==> config.mk <==
export PLATFORM = sky130hd
export DESIGN_NAME = operand_sequencer
export DESIGN_NICKNAME = d
export VERILOG_FILES = /design/src/rtl/operand_sequencer.sv
export SDC_FILE = /design/constraint.sdc
export NUM_CORES = 1
export LEC_CHECK = 0
export BUFFER_PORTS_ARGS = -buffer_cell sky130_fd_sc_hd__buf_4
export CORE_MARGIN = 10
export CORE_UTILIZATION = 50
export CTS_BUF_LIST = sky130_fd_sc_hd__clkbuf_8
export CTS_CLUSTER_DIAMETER = 50
export DETAILED_ROUTE_END_ITERATION = 8
export GPL_TIMING_DRIVEN = 0
export PLACE_DENSITY_LB_ADDON = 0.2
export SLEW_MARGIN = 20
export SYNTH_ARGS = -nofsm -noshare
export SYNTH_HDL_FRONTEND = slang
export SYNTH_SLANG_ARGS = --single-unit
==> constraint.sdc <==
create_clock -name clk -period 2.07 [get_ports clk]
set_clock_uncertainty 0.05 [all_clocks]
set_input_delay 0.1035 -clock clk [delete_from_list [all_inputs] [get_ports clk]]
set_output_delay 0.1035 -clock clk [all_outputs]
set_load 0.02 [all_outputs]
==> src/rtl/operand_sequencer.sv <==
// Operand sequencer: collects two operand bytes and an opcode from the byte-entry
// unit, launches the ALU, waits for completion with a timeout and holds the result.
module operand_sequencer #(
    parameter int TIMEOUT_CYCLES = 255
) (
    input  logic        clk,
    input  logic        rst,
    input  logic        btn_start,
    input  logic        btn_abort,
    input  logic [7:0]  in_value,
    input  logic        in_ready,
    output logic        in_enable,
    output logic [7:0]  operand_a,
    output logic [7:0]  operand_b,
    output logic [1:0]  op_sel,
    output logic        alu_start,
    input  logic        alu_done,
    input  logic [15:0] alu_result,
    output logic [15:0] result,
    output logic        result_valid,
    output logic [1:0]  err_code,
    output logic [2:0]  state
);

    localparam int CNT_W = $clog2(TIMEOUT_CYCLES + 1);
    localparam logic [CNT_W-1:0] CNT_MAX  = CNT_W'(TIMEOUT_CYCLES);
    localparam logic [CNT_W-1:0] CNT_LAST = CNT_W'(TIMEOUT_CYCLES - 1);

    typedef enum logic [2:0] {
        S_IDLE   = 3'd0,
        S_GET_A  = 3'd1,
        S_GET_B  = 3'd2,
        S_GET_OP = 3'd3,
        S_EXEC   = 3'd4,
        S_WAIT   = 3'd5,
        S_SHOW   = 3'd6,
        S_ERR    = 3'd7
    } state_t;

    state_t            state_q, state_d;
    logic              start_dly_q, start_dly_d;
    logic              abort_dly_q, abort_dly_d;
    logic              start_edge_q, start_edge_d;
    logic              abort_edge_q, abort_edge_d;
    logic              in_enable_q, in_enable_d;
    logic              alu_start_q, alu_start_d;
    logic [7:0]        operand_a_q, operand_a_d;
    logic [7:0]        operand_b_q, operand_b_d;
    logic [1:0]        op_sel_q, op_sel_d;
    logic [15:0]       result_q, result_d;
    logic              result_valid_q, result_valid_d;
    logic [1:0]        err_code_q, err_code_d;
    logic [CNT_W-1:0]  cnt_q, cnt_d;

    always_comb begin
        start_dly_d    = btn_start;
        abort_dly_d    = btn_abort;
        start_edge_d   = btn_start & ~start_dly_q;
        abort_edge_d   = btn_abort & ~abort_dly_q;
        state_d        = state_q;
        operand_a_d    = operand_a_q;
        operand_b_d    = operand_b_q;
        op_sel_d       = op_sel_q;
        result_d       = result_q;
        result_valid_d = result_valid_q;
        err_code_d     = err_code_q;
        cnt_d          = cnt_q;

        if (abort_edge_q && (state_q != S_IDLE)) begin
            state_d        = S_IDLE;
            result_valid_d = 1'b0;
            err_code_d     = 2'b00;
        end else begin
            case (state_q)
                S_IDLE: begin
                    result_valid_d = 1'b0;
                    err_code_d     = 2'b00;
                    if (start_edge_q) state_d = S_GET_A;
                end
                S_GET_A: begin
                    if (in_ready) begin
                        operand_a_d = in_value;
                        state_d     = S_GET_B;
                    end
                end
                S_GET_B: begin
                    if (in_ready) begin
                        operand_b_d = in_value;
                        state_d     = S_GET_OP;
                    end
                end
                S_GET_OP: begin
                    if (in_ready) begin
                        if (|in_value[7:2]) begin
                            err_code_d = 2'b01;
                            state_d    = S_ERR;
                        end else begin
                            op_sel_d = in_value[1:0];
                            state_d  = S_EXEC;
                        end
                    end
                end
                S_EXEC: begin
                    cnt_d   = '0;
                    state_d = S_WAIT;
                end
                S_WAIT: begin
                    // A done arriving on the final allowed cycle still wins over the timeout.
                    if (alu_done) begin
                        result_d       = alu_result;
                        result_valid_d = 1'b1;
                        state_d        = S_SHOW;
                    end else begin
                        cnt_d = (cnt_q == CNT_MAX) ? cnt_q : cnt_q + CNT_W'(1);
                        if (cnt_q >= CNT_LAST) begin
                            err_code_d = 2'b10;
                            state_d    = S_ERR;
                        end
                    end
                end
                S_SHOW: begin
                    if (start_edge_q) begin
                        result_valid_d = 1'b0;
                        state_d        = S_GET_A;
                    end
                end
                S_ERR: begin
                    if (start_edge_q) begin
                        err_code_d = 2'b00;
                        state_d    = S_IDLE;
                    end
                end
                default: state_d = S_IDLE;
            endcase
        end

        in_enable_d = (state_d == S_GET_A) || (state_d == S_GET_B) || (state_d == S_GET_OP);
        alu_start_d = (state_d == S_EXEC);
    end

    always_ff @(posedge clk) begin
        if (rst) begin
            state_q        <= S_IDLE;
            // Delay registers come out of reset as "pressed" so a button held
            // through reset needs a release before it can register an edge.
            start_dly_q    <= 1'b1;
            abort_dly_q    <= 1'b1;
            start_edge_q   <= 1'b0;
            abort_edge_q   <= 1'b0;
            in_enable_q    <= 1'b0;
            alu_start_q    <= 1'b0;
            operand_a_q    <= 8'h00;
            operand_b_q    <= 8'h00;
            op_sel_q       <= 2'b00;
            result_q       <= 16'h0000;
            result_valid_q <= 1'b0;
            err_code_q     <= 2'b00;
            cnt_q          <= '0;
        end else begin
            state_q        <= state_d;
            start_dly_q    <= start_dly_d;
            abort_dly_q    <= abort_dly_d;
            start_edge_q   <= start_edge_d;
            abort_edge_q   <= abort_edge_d;
            in_enable_q    <= in_enable_d;
            alu_start_q    <= alu_start_d;
            operand_a_q    <= operand_a_d;
            operand_b_q    <= operand_b_d;
            op_sel_q       <= op_sel_d;
            result_q       <= result_d;
            result_valid_q <= result_valid_d;
            err_code_q     <= err_code_d;
            cnt_q          <= cnt_d;
        end
    end

    assign state        = state_q;
    assign in_enable    = in_enable_q;
    assign alu_start    = alu_start_q;
    assign operand_a    = operand_a_q;
    assign operand_b    = operand_b_q;
    assign op_sel       = op_sel_q;
    assign result       = result_q;
    assign result_valid = result_valid_q;
    assign err_code     = err_code_q;

endmodule

==> impl_metrics.yaml, run 1 <==
setup_path:
  crit_type: "reg2reg"
  worstPathMaxFanout: 7
  critPathCaptureType: "flop"
  arrival_ps: 2100
  worstPathRequired_ps: 2260
  critPathLaunchType: "flop"
floorplanning:
  io_pins: 72
  num_rows: 24
  start_util: 0.518
  dieArea_um2: 7590
  core-area_um2: 4350
  die_w_um: 87.1
  die_y_um: 87.1
drt:
  final_antenna_net_count: 0
  routed_via_density: 5.22
  drcViolationCount: 0
  routedWlPerCell_um: 15.0
  drt_iter0_drc: 86
  routed_wl_um: 6250
  dr.pass1.iters: 4
  vias: 2172
cells_and_area:
  final_area_um2: 3160
  final_core_util: 0.726
  final_cell_mix: "buf_4 (70), dfxtp_1 (54), nand2_1 (48)"
  drive_gt1_frac: 0.245
  diodes: 0
  syn_to_final_growth_pct: 40.2
  nNetsFinal: 395
  fillers: 334
  final_common_cell: "buf_4"
synthesis:
  synth_top_area_share: 0.480
  synthArstFlopShare: 0
  synth_seq_cells: 54
  synth_top_area_cell: "dfxtp_1"
  synth_fp_nets: 296
  yosysUniqueCellTypes: 41
  syn_avg_cell_area_um2: 8.54
  synth_area_um2: 2250
  syn_inst: 264
  synth_seq_area_share: 0.480
  synth-main-ff-cell: "dfxtp_1"
  ys.warnings.count: 0
  ys_top_cells_by_area: "dfxtp_1 (48%), nand2_1 (8.0%), a21oi_1 (6.4%)"
  synth-edff-count: 0
place:
  portBuffers: 70
  place_area_um2: 2840
  pre_cts_slack_ps: 129
  place_congestion: 0.910
  post-dp-hpwl_um: 4430
timing:
  setup_slack_ps: 166
  timing.slew.headroom: 0.657
  period_minus_slack_ps: 1900
  grt_setup_unrepaired: "yes"
  final_hold_viol_count: 0
  holdWs_ps: 3.43
  slew_violations: 0
  tns_ps: 0
  setup_viol: 0
  tightest_slew_ps: 514
  post-route-period-util: 0.920
  fmax_mhz: 525
clock_network:
  path_clk_slew_ps: 90
  cts_made_buffers: 5
  clk_latency_ps: 310
  root_buffer: "clkbuf_8"
  clkSinkCount: 54
  cts_max_path_buffers: 2
  cts_tree: "yes"
  htree_levels: 2
run_status:
  status: "finished, final reports clean"
global_routing:
  antenna_found_initial: 0
  grt_pass1_vias: 2115
  globalRouteTotalUtil: 0.161
  gr-total-overflow: 0
  grt_pass1_wl_um: 10000
  grt_max_degree: 17
job:
  maxCapViolCount: 0
power_and_ir_drop:
  leakagePower_nw: 1.41
  p_per_area_nw_per_um2: 585
  peakVddDrop_uv: 353
min_path:
  holdCritPathClass: "in2reg"
synthesized netlist by cell type, drive strengths merged (4+ instances only):
cell    instances
dfxtp          54
nand3          14
inv             4
clkbuf         11
xnor2           4
nor2           32
and3            4
nand2          48
mux2i          14
a21oi          29
registers in the layout, indices dropped and copies added (netlist names):
register / cells
abort_edge_q: 1
operand_a: 8
start_dly_q: 1
start_edge_q: 1
err_code: 2
abort_dly_q: 1
operand_b: 8
alu_start: 1
op_sel: 2
state: 3
result_valid: 1
result: 16
in_enable: 1
cnt_q: 8
cell type report:
class / count / area (um2) / area share
buffer: 14 / 63.8 / 0.0202
timing repair buffer: 92 / 746 / 0.236
tap: 52 / 65.1 / 0.0206
sequential: 54 / 1080 / 0.342
inverter: 4 / 15.0 / 0.00475
clock inverter: 3 / 17.5 / 0.00554
multi-input combinational: 192 / 1100 / 0.349
clock buffer: 5 / 68.8 / 0.0218
layer usage:
layer / global-route usage / vias to the layer above / wire length (um)
met5: 0 / - / 0
li1: - / 1102 / -
met4: 0.0580 / 0 / 76
met1: 0.196 / 1008 / 2700
met2: 0.260 / 56 / 3060
met3: 0.0496 / 6 / 412
cells by family after synthesis:
group                      share of synthesized area
AOI/OAI and AO/OA                              0.144
xor gates and xnor gates                      0.0233
adders and majority gates                     0.0111
buffers and inverters                         0.0344
DFF                                            0.480
muxes                                         0.0622
and+or+nand+nor                                0.245
what timing repair did:
action,4_1_cts,5_1_grt
buffers inserted,0,0
resized for setup,0,4
endpoints found under the setup margin,0,13
hold buffers,22,0
endpoints found under the hold margin,25,0
stage by stage:
step	power, mW	std cells
after detailed placement	1.26	386
after floorplan	1.17	264
after CTS	1.86	416
after global routing	1.92	416
final	1.85	416
after global placement	1.26	386
critical path, cell delays in order (launching register included):
cell and delay, ps:
dfxtp_1 430, nor2b_1 150, clkbuf_1 260, and2_1 200
a311oi_1 60, a211oi_1 450, mux2i_1 230
report_power, final:
group / switching, mW / internal, mW / leakage [nW]
Clock: 0.341 / 0.234 / 0.0493
Sequential: 0.00827 / 1.05 / 0.436
Combinational: 0.104 / 0.109 / 0.920
final timing paths:
check | startpoint | to | slack (ps) | cells after the start
max reg2reg | state[1] | err_code[0] | 170 | 6
min | in_value[5] | operand_b[5] | 3 | 3
min reg2reg | abort_dly_q | abort_edge_q | 360 | 1
max | state[1] | err_code[0] | 170 | 6
(Power assumes the default switching activity.)
==> run 2: changes to the inputs <==
--- a/config.mk
+++ b/config.mk
@@ -13,6 +13,7 @@
 export DETAILED_ROUTE_END_ITERATION = 8
 export GPL_TIMING_DRIVEN = 0
 export PLACE_DENSITY_LB_ADDON = 0.2
+export RECOVER_POWER = 100
 export SLEW_MARGIN = 20
 export SYNTH_ARGS = -nofsm -noshare
 export SYNTH_HDL_FRONTEND = slang
==> run 2 against run 1 <==
Net effect: non-clock buffer count unchanged; sequential power about the same; hold slack better by 1.5 ps; via count down 0.41%; critical path type unchanged; largest cell class unchanged.
==> impl_metrics.yaml, run 2 (synthesized netlist as in run 1, its figures left out) <==
cells_and_area:
  syn_to_final_growth_pct: 33.4
  final_cell_mix: "dfxtp_1 (54), clkbuf_1 (50), nand2_1 (48)"
  largest_register_ffs: 16
  final_area_um2: 3010
  final_common_cell: "dfxtp_1"
  drive_gt1_frac: 0.132
  nNetsFinal: 395
  final_core_util: 0.690
  diodes: 0
  stdcell_count: 416
place:
  pre_cts_slack_ps: 129
  place_congestion: 0.910
  place_area_um2: 2840
  dp_cells: 386
  portBuffers: 70
  post-dp-hpwl_um: 4430
global_routing:
  globalRouteTotalUtil: 0.161
  antenna_found_initial: 0
  grt_pass1_vias: 2115
  gr-total-overflow: 0
  grt_max_degree: 17
  grt_pass1_wl_um: 10000
clock_network:
  cts_tree: "yes"
  htree_levels: 2
  root_buffer: "clkbuf_8"
  clkSinkCount: 54
  path_clk_slew_ps: 90
  post-cts-setup-buffers: 0
  cts_made_buffers: 5
  clk_latency_ps: 310
  cts_max_path_buffers: 2
timing:
  setup_viol: 0
  post-route-period-util: 0.923
  period_minus_slack_ps: 1910
  final_hold_viol_count: 0
  slew_violations: 0
  setup_slack_ps: 159
  tns_ps: 0
  fmax_mhz: 523
  tightest_slew_ps: 496
  timing.slew.headroom: 0.668
  holdWs_ps: 4.89
  grt_setup_unrepaired: "yes"
setup_path:
  arrival_ps: 2100
  critPathCaptureType: "flop"
  worstPathMaxFanout: 7
  r2r_slack_ps: 160
  worstReg2RegStart: "state[1]"
  crit_chain: "nor2b_1, clkbuf_1, and2_1, a311oi_1, a211oi_1, mux2i_1"
  worstPathRequired_ps: 2260
  regToRegEndpoint: "err_code[0]"
  cpPeakStageDelay_ps: 460
  crit_slowest_cell: "a211oi_1"
  crit_type: "reg2reg"
  critPathLaunchType: "flop"
  r2r_cells: 6
floorplanning:
  start_util: 0.518
  dieArea_um2: 7590
  core-area_um2: 4350
  num_rows: 24
  die_y_um: 87.1
  die_w_um: 87.1
  io_pins: 72
drt:
  routedWlPerCell_um: 15.2
  final_antenna_net_count: 0
  dr.pass1.iters: 4
  drt_iter0_drc: 103
  routed_wl_um: 6310
  vias: 2163
  drcViolationCount: 0
  routed_via_density: 5.20
power_and_ir_drop:
  pwr-share-comb: 0.112
  swShare: 0.247
  switchingPower_uw: 455
  seq_power_share: 0.575
  peakVddDrop_uv: 353
  leakagePower_nw: 1.23
  intPower_mw: 1.39
  p_per_area_nw_per_um2: 613
  p_clk_frac: 0.313
  finalPower_mw: 1.84
run_status:
  status: "finished, final reports clean"
min_path:
  holdCritStartpoint: "in_value[5]"
  holdCritPathClass: "in2reg"
  holdPathStages: 3
  min_to: "operand_b[5]"
job:
  maxCapViolCount: 0
-- run 2: cell count changes in the layout (fill, tap and decap cells not counted), sizes merged --
cell	delta
buf	-42
clkbuf	+42
-- run 2: critical path: cells and delay by family (launching register included) --
kind	cells	cell delay, ps
compound gates	2	520
flops	1	430
simple gates	2	350
buf+inv	1	260
mux	1	230
-- run 2: worst max-delay path by stage --
stage	slack [ps]	start	end	depth (start not counted)
final	160	state[1]	err_code[0]	6
after global routing	-6	state[1]	err_code[0]	6
after CTS	90	state[2]	result[1]	6
after detailed placement	130	state[2]	result[1]	6
after global placement	160	state[1]	err_code[0]	6
after floorplan	230	state[0]	cnt_q[0]	6
-- run 2: repair_timing --
item	4_1_cts	5_1_grt
endpoints found under the setup margin	0	13
hold buffers	22	0
endpoints found under the hold margin	25	0
resized for setup	0	4
-- run 2: final cells by class --
cell class / count / area, um2
buffer: 14 / 63.8
timing repair buffer: 92 / 596
multi-input combinational: 192 / 1100
sequential: 54 / 1080
clock buffer: 5 / 68.8
clock inverter: 3 / 17.5
inverter: 4 / 15.0
tap: 52 / 65.1
fill: 386 / 1350
-- run 2: power by group through the flow --
| stage | Sequential (mW) | Clock [mW] | Combinational [mW] |
|---|---|---|---|
| CTS | 1.06 | 0.587 | 0.211 |
| global route | 1.06 | 0.621 | 0.225 |
| floorplan | 1.10 | 0 | 0.0792 |
| global placement | 1.08 | 0 | 0.174 |
| detailed placement | 1.08 | 0 | 0.176 |
| finish | 1.06 | 0.578 | 0.206 |
-- run 2: per-layer routing --
| metal | part of all wire | GRT usage | wire [um] | vias up |
|---|---|---|---|---|
| li1 | - | - | - | 1100 |
| met2 | 0.48 | 0.260 | 3030 | 63 |
| met5 | 0 | 0 | 0 | - |
| met1 | 0.44 | 0.196 | 2760 | 992 |
| met3 | 0.070 | 0.0496 | 440 | 8 |
| met4 | 0.013 | 0.0580 | 82 | 0 |
==> run 3: changes to the inputs <==
--- a/config.mk
+++ b/config.mk
@@ -7,7 +7,7 @@
 export LEC_CHECK = 0
 export BUFFER_PORTS_ARGS = -buffer_cell sky130_fd_sc_hd__buf_4
 export CORE_MARGIN = 10
-export CORE_UTILIZATION = 50
+export CORE_UTILIZATION = 35
 export CTS_BUF_LIST = sky130_fd_sc_hd__clkbuf_8
 export CTS_CLUSTER_DIAMETER = 50
 export DETAILED_ROUTE_END_ITERATION = 8
==> run 3 against run 2 <==
Net effect: largest power group unchanged; the run now ends with negative hold slack left; global-route usage fell by 3.9 points; wire length fell by 0.32%; core utilization fell by 21 points; via count fell by 2.5%; largest cell class unchanged; worst setup slack improved by 14 ps; highest routed layer unchanged; hold slack got worse by 8.5 ps; critical path type unchanged; maximum frequency rose by 0.72%; critical endpoint is now cnt_q[0]; sequential share of layout area fell by 0.18 points.
==> impl_metrics.yaml, run 3 (synthesized netlist as in run 1, its figures left out) <==
run_status:
  status: "complete, but fails checks"
  violations: "negative hold slack"
global_routing:
  grt_pass1_vias: 2031
  grt_pass1_wl_um: 10200
  antenna_found_initial: 0
  globalRouteTotalUtil: 0.122
  gr-total-overflow: 0
  grt_max_degree: 18
cells_and_area:
  final_cell_mix: "dfxtp_1 (54), clkbuf_1 (53), nand2_1 (48)"
  syn_to_final_growth_pct: 34.0
  nNetsFinal: 392
  final_area_um2: 3020
  diodes: 0
  final_common_cell: "dfxtp_1"
  largest_register_ffs: 16
  drive_gt1_frac: 0.125
setup_path:
  r2r_slack_ps: 170
  critPathLaunch: "state[0]"
  critPathCaptureType: "flop"
  cp_common_cell: "a21o_1"
  arrival_ps: 2090
  critPathTopFamily: "simple AND/OR/NAND/NOR gates"
  crit_slowest_cell: "or4_1"
  r2r_cells: 6
  cp.buffers_inverters: 1
  critPathLaunchType: "flop"
  worstPathRequired_ps: 2270
  cp-endpoint: "cnt_q[0]"
  path_depth: 6
  worstPathMaxFanout: 10
  crit_type: "reg2reg"
  regToRegEndpoint: "cnt_q[0]"
  worstReg2RegStart: "state[0]"
  cpPeakStageDelay_ps: 570
  crit_chain: "buf_6, or3_1, a21o_1, or4_1, nor2_2, a21o_1"
place:
  post-dp-hpwl_um: 4690
  place_area_um2: 2880
  place_congestion: 0.834
  portBuffers: 70
  pre_cts_slack_ps: 124
timing:
  tns_ps: 0
  setup_slack_ps: 173
  tightest_slew_ps: 495
  timing.slew.headroom: 0.661
  period_minus_slack_ps: 1900
  setup_viol: 0
  grt_setup_unrepaired: "no"
  post-route-period-util: 0.916
  final_hold_viol_count: 1
  holdWs_ps: -3.59
  fmax_mhz: 527
  slew_violations: 0
clock_network:
  clk_latency_ps: 300
  clkSinkCount: 54
  htree_levels: 2
  root_buffer: "clkbuf_8"
  cts_max_path_buffers: 2
  cts_made_buffers: 5
  post-cts-setup-buffers: 0
  path_clk_slew_ps: 110
  cts_tree: "yes"
power_and_ir_drop:
  p_per_area_nw_per_um2: 664
  finalPower_mw: 2.01
  leakagePower_nw: 1.22
  peakVddDrop_uv: 304
floorplanning:
  start_util: 0.357
  io_pins: 72
  core-area_um2: 6310
  die_w_um: 100
  num_rows: 29
  dieArea_um2: 10000
  die_y_um: 100
job:
  maxCapViolCount: 0
drt:
  drcViolationCount: 0
  final_antenna_net_count: 0
  vias: 2108
  drt_iter0_drc: 162
  routed_wl_um: 6290
  routedWlPerCell_um: 14.4
  routed_via_density: 4.81
  dr.pass1.iters: 5
min_path:
  holdCritPathClass: "in2reg"
-- run 3: cell count changes in the layout (fill, tap and decap cells not counted), sizes merged --
cell	change
clkinv	-2
bufinv	+1
clkbuf	+1
dlygate4sd3	-3
-- run 3: worst min path at each step --
stage	end	depth (start not counted)	from	slack (ps)
2_1_floorplan	abort_dly_q	1	btn_abort	150
3_5_place_dp	start_dly_q	2	btn_start	250
6_report	result[6]	3	alu_result[6]	-4
4_1_cts	operand_b[4]	3	in_value[4]	0.4
3_3_place_gp	start_dly_q	2	btn_start	240
5_1_grt	result[6]	3	alu_result[6]	1
-- run 3: per-stage QoR --
step	instances	util
after floorplan	264	-
after global placement	411	0.455
after detailed placement	411	0.455
after CTS	438	0.505
after global routing	438	0.478
final	438	0.478
-- run 3: cell type report --
cell class / instances / area (um2)
fillers: 672 / 3290
multi-input cells: 192 / 1090
clock inverters: 2 / 38.8
inverters: 4 / 15.0
repair buffers: 89 / 558
well taps: 77 / 96.3
flip-flops and latches: 54 / 1080
plain buffers: 14 / 62.6
clock buffers: 6 / 82.6
-- run 3: routing by layer --
metal	wire [um]	vias to the layer above	track usage
met3	472	2	0.0398
met1	2840	953	0.155
met5	0	-	0
li1	-	1094	-
met2	2950	59	0.193
met4	30	0	0.0293
-- run 3: tightest hold or removal path, stage by stage --
cell     delay, ps
buf_4          110
nand2_1         50
a21oi_1         50
-- run 3: where the power goes --
part | switching (mW) | internal, mW | total [mW] | leakage [nW]
sequential | 0.00815 | 1.05 | 1.06 | 0.436
combinational | 0.103 | 0.0975 | 0.200 | 0.722
clock | 0.347 | 0.398 | 0.746 | 0.0618
total | 0.458 | 1.55 | 2.01 | 1.22
-- run 3: repair_timing --
action | CTS | global route
hold buffers | 19 | 0
gates resized for setup | 0 | 2
endpoints found under the hold margin | 19 | 0
setup endpoints to repair | 0 | 11
